## src/rtl/exe_mem_skid_reg.sv

```systemverilog
// rtl/exe_mem_skid_reg.sv - EXE->MEM pipeline register with valid/ready handshake, optional skid entry and flush
module exe_mem_skid_reg #(
    parameter int DATA_W = 32,
    parameter int DEST_W = 4,
    parameter int SKID   = 1
) (
    input  logic              clk,
    input  logic              rst,
    input  logic              flush,
    input  logic              in_valid,
    output logic              in_ready,
    input  logic              wb_en_in,
    input  logic              mem_read_en_in,
    input  logic              mem_write_en_in,
    input  logic [DATA_W-1:0] alu_res_in,
    input  logic [DATA_W-1:0] br_addr_in,
    input  logic [DATA_W-1:0] val_rm_in,
    input  logic [DEST_W-1:0] dest_in,
    output logic              out_valid,
    input  logic              out_ready,
    output logic              wb_en,
    output logic              mem_read_en,
    output logic              mem_write_en,
    output logic [DATA_W-1:0] alu_res,
    output logic [DATA_W-1:0] br_addr,
    output logic [DATA_W-1:0] val_rm,
    output logic [DEST_W-1:0] dest,
    output logic [1:0]        occupancy
);

    localparam int PW = 3 + 3 * DATA_W + DEST_W;

    typedef enum logic [1:0] {
        EMPTY = 2'd0,
        ONE   = 2'd1,
        TWO   = 2'd2
    } state_t;

    state_t        state;
    logic [PW-1:0] in_pl;
    logic [PW-1:0] main_pl;
    logic [PW-1:0] skid_pl;
    logic          main_wb;
    logic          main_rd;
    logic          main_wr;
    logic          accept;
    logic          consume;

    assign in_pl = {wb_en_in, mem_read_en_in, mem_write_en_in,
                    alu_res_in, br_addr_in, val_rm_in, dest_in};
    assign {main_wb, main_rd, main_wr, alu_res, br_addr, val_rm, dest} = main_pl;

    assign out_valid = (state != EMPTY);
    assign occupancy = state;
    assign accept    = in_valid & in_ready;
    assign consume   = out_valid & out_ready;

    // Bubbles must never write back or touch memory.
    assign wb_en        = main_wb & out_valid;
    assign mem_read_en  = main_rd & out_valid;
    assign mem_write_en = main_wr & out_valid;

    generate
        if (SKID != 0) begin : g_skid
            assign in_ready = (state != TWO);
        end else begin : g_noskid
            assign in_ready = !out_valid | out_ready;
        end
    endgenerate

    // With SKID=0, in_ready blocks accept-without-consume in ONE, so TWO is unreachable.
    always_ff @(posedge clk or posedge rst) begin
        if (rst) begin
            state   <= EMPTY;
            main_pl <= '0;
            skid_pl <= '0;
        end else if (flush) begin
            state <= EMPTY;
        end else begin
            case (state)
                EMPTY: begin
                    if (accept) begin
                        main_pl <= in_pl;
                        state   <= ONE;
                    end
                end
                ONE: begin
                    if (accept && consume) begin
                        main_pl <= in_pl;
                    end else if (accept) begin
                        skid_pl <= in_pl;
                        state   <= TWO;
                    end else if (consume) begin
                        state <= EMPTY;
                    end
                end
                TWO: begin
                    if (consume) begin
                        main_pl <= skid_pl;
                        state   <= ONE;
                    end
                end
                default: state <= EMPTY;
            endcase
        end
    end

endmodule

```

## config.mk

```make
export PLATFORM = sky130hd
export DESIGN_NAME = exe_mem_skid_reg
export DESIGN_NICKNAME = d
export VERILOG_FILES = /design/src/rtl/exe_mem_skid_reg.sv
export SDC_FILE = /design/constraint.sdc
export NUM_CORES = 1
export LEC_CHECK = 0
export BUFFER_PORTS_ARGS = -buffer_cell sky130_fd_sc_hd__clkbuf_2
export CORE_MARGIN = 2
export CORE_UTILIZATION = 50
export CTS_CLUSTER_DIAMETER = 100
export DETAILED_ROUTE_END_ITERATION = 10
export PLACE_DENSITY = 0.79
export SKIP_LAST_GASP = 1
export SLEW_MARGIN = 20
export SYNTH_ARGS = -nofsm -noshare
export SYNTH_HDL_FRONTEND = slang
export SYNTH_SLANG_ARGS = --single-unit
export TNS_END_PERCENT = 5
```

## constraint.sdc

```tcl
create_clock -name clk -period 6.75 [get_ports clk]
set_clock_uncertainty 0.05 [all_clocks]
set_input_delay 0.3375 -clock clk [delete_from_list [all_inputs] [get_ports clk]]
set_output_delay 0.3375 -clock clk [all_outputs]
set_load 0.02 [all_outputs]
```

==> flow_summary.yaml <==
finish:
  drive_above_1_share: 0.715
  n_antenna_cell: 0
  nFillCells: 1629
  layout_common_cells: "clkbuf_2 (214), mux2_2 (210), dfrtp_1 (208)"
  synthToLayoutAreaGrowth_pct: 11.9
  layout_commonest_cell: "clkbuf_2"
  fin_nets: 891
route:
  drc: 0
  vias_per_cell: 5.06
  routed_wl_um: 18700
  drtIter0Drc: 145
  drt-wirelength-per-cell_um: 17.5
  ant_nets: 0
  first_pass_iters: 4
  vias: 5398
place:
  hpwl_um: 12100
  gp_congestion: 0.730
  port_buffers: 214
timing:
  min_period_ns: 2.65
  max_freq_ghz: 0.378
  slew_headroom: 0.314
  final-setup-viol-count: 0
  fin_tns_setup_ns: 0
  finalHoldViolCount: 0
  worstMarginPinSlew_ns: 1.03
  finalMaxSlewViolations: 0
  whs_ns: 0.00242
  rsz0062_at_grt: "false"
  period_share: 0.392
hold_path:
  hp-class: "in -> async"
floorplan:
  start_util: 0.508
  die_h_um: 147
  die_x_um: 147
  core-area_um2: 20200
  ios: 215
  die_area_um2: 21600
  rows: 52
synthesis:
  syn_area_um2: 10200
  synth_largest_area_cell: "dfrtp_1"
  yosysUniqueCellTypes: 22
  yosysWarningCount: 0
  synth.top_cell.area_share: 0.508
  postSynthCellCount: 671
  yosys_register_bits: 208
  syn_nets: 779
  syn_avg_cell_area_um2: 15.3
  seq_area_frac_synth: 0.508
  netlist_top_cells_area: "dfrtp_1 (51%), mux2_2 (23%), mux2_4 (15%)"
setup_path:
  worst_setup_path_start_kind: "flop"
  crit_arrival_ns: 2.97
  cp.required_ns: 7.07
  critPathKind: "reg -> reg"
  r2r_start: "occupancy[1]$_DFFE_PP0P_"
  path_max_fanout: 63
  end_kind: "flop"
  startpoint: "occupancy[1]$_DFFE_PP0P_"
pwr:
  peakVddDrop_mv: 0.216
  p_leak_nw: 5.54
  power-per-cell-area_nw_per_um2: 334
cts:
  cts_buffers: 23
  cts_max_path_buffers: 3
  h-tree-depth: 1
  cts_setup_buffers: 0
  clock_latency_ns: 0.49
  cts-root-buf: "clkbuf_16"
  cts_tree: "done"
  cts_sinks: 208
  cts.clk_slew.worst_paths_ns: 0.06
  cts_resized: 0
  cts_hold_buf: 0
run_status:
  outcome: "complete, no violations"
global_routing:
  grt_pass1_wl_um: 30600
  grt_pass1_vias: 5887
  grt_overflow_total: 0
  grtUsageTotal: 0.174
  antenna_found_initial: 0
  grt_max_degree: 140
flow_run:
  drv_cap: 0
synth_stat cells:
cell       number
a21oi_1         2
buf_12          4
buf_2          21
buf_4         100
buf_6           4
buf_8           4
dfrtp_1       208
inv_1           2
inv_4           1
mux2_2        210
mux2_4         99
mux2i_1         1
nand2_1         1
nand3_1         1
nand4bb_1       1
nor2_1          3
nor2b_1         4
nor2b_2         1
nor3_1          1
o21ba_2         1
o31ai_4         1
or3b_2          1
metrics by stage:
| step | cells | worst slack (ns) | area, µm² | total power, mW | util |
|---|---|---|---|---|---|
| 6_report | 1066 | 4.10 | 11500 | 3.83 | 0.568 |
| 5_1_grt | 1066 | 3.87 | 11500 | 4.02 | 0.568 |
| 4_1_cts | 1065 | 3.66 | 11400 | 3.88 | 0.567 |
| 3_5_place_dp | 1027 | 3.68 | 10700 | 2.58 | 0.529 |
| 3_3_place_gp | 1027 | 3.73 | 10700 | 2.54 | 0.529 |
| 2_1_floorplan | 671 | 0.682 | 10200 | 2.49 | - |
path summary, 6_finish.rpt:
kind                       slack, ns  cells past startpoint                  endpoint
min in group clk                0.04                      2  occupancy[1]$_DFFE_PP0P_
min                            0.002                      2   main_pl[91]$_DFFE_PP0P_
min reg2reg                     0.45                      1    skid_pl[0]$_DFFE_PP0P_
max reg2reg                     4.10                      4   skid_pl[37]$_DFFE_PP0P_
max in group asynchronous       5.13                      3   main_pl[65]$_DFFE_PP0P_
max                             4.10                      4   skid_pl[37]$_DFFE_PP0P_
where the power goes:
group          internal (mW)  total [mW]  switching (mW)
registers               1.55        1.71           0.161
logic                  0.447       0.840           0.394
clock network          0.801        1.27           0.472
logic make-up after synthesis:
| logic type | Yosys count | synth area share |
|---|---|---|
| compound gates | 4 | 0.00403 |
| flops | 208 | 0.508 |
| simple gates | 13 | 0.00770 |
| mux | 310 | 0.377 |
| buf+inv | 136 | 0.103 |
routing by layer:
layer | track usage | routed length (µm)
met2 | 0.286 | 8880
met1 | 0.225 | 8000
met4 | 0.0351 | 291
met5 | 0 | 0
met3 | 0.0602 | 1530
critical path: stages (launching register included):
cell	delay, ns
dfrtp_1	0.45
nor2b_1	0.27
nand3_4	0.75
buf_4	0.64
mux2_2	0.35
state kept, by name, indices dropped and copies added, names as in the netlist:
register	count
skid_pl	103
main_pl	103
occupancy	2
cell type report:
type / instances / area, µm² / area share
sequential: 208 / 5200 / 0.454
multi-input combinational: 327 / 4000 / 0.349
timing repair buffer: 220 / 1120 / 0.0981
clock buffer: 34 / 677 / 0.0591
tap: 270 / 338 / 0.0295
clock inverter: 4 / 95.1 / 0.00830
inverter: 3 / 21.3 / 0.00186
Note: power is estimated with default switching activity, not from simulation.
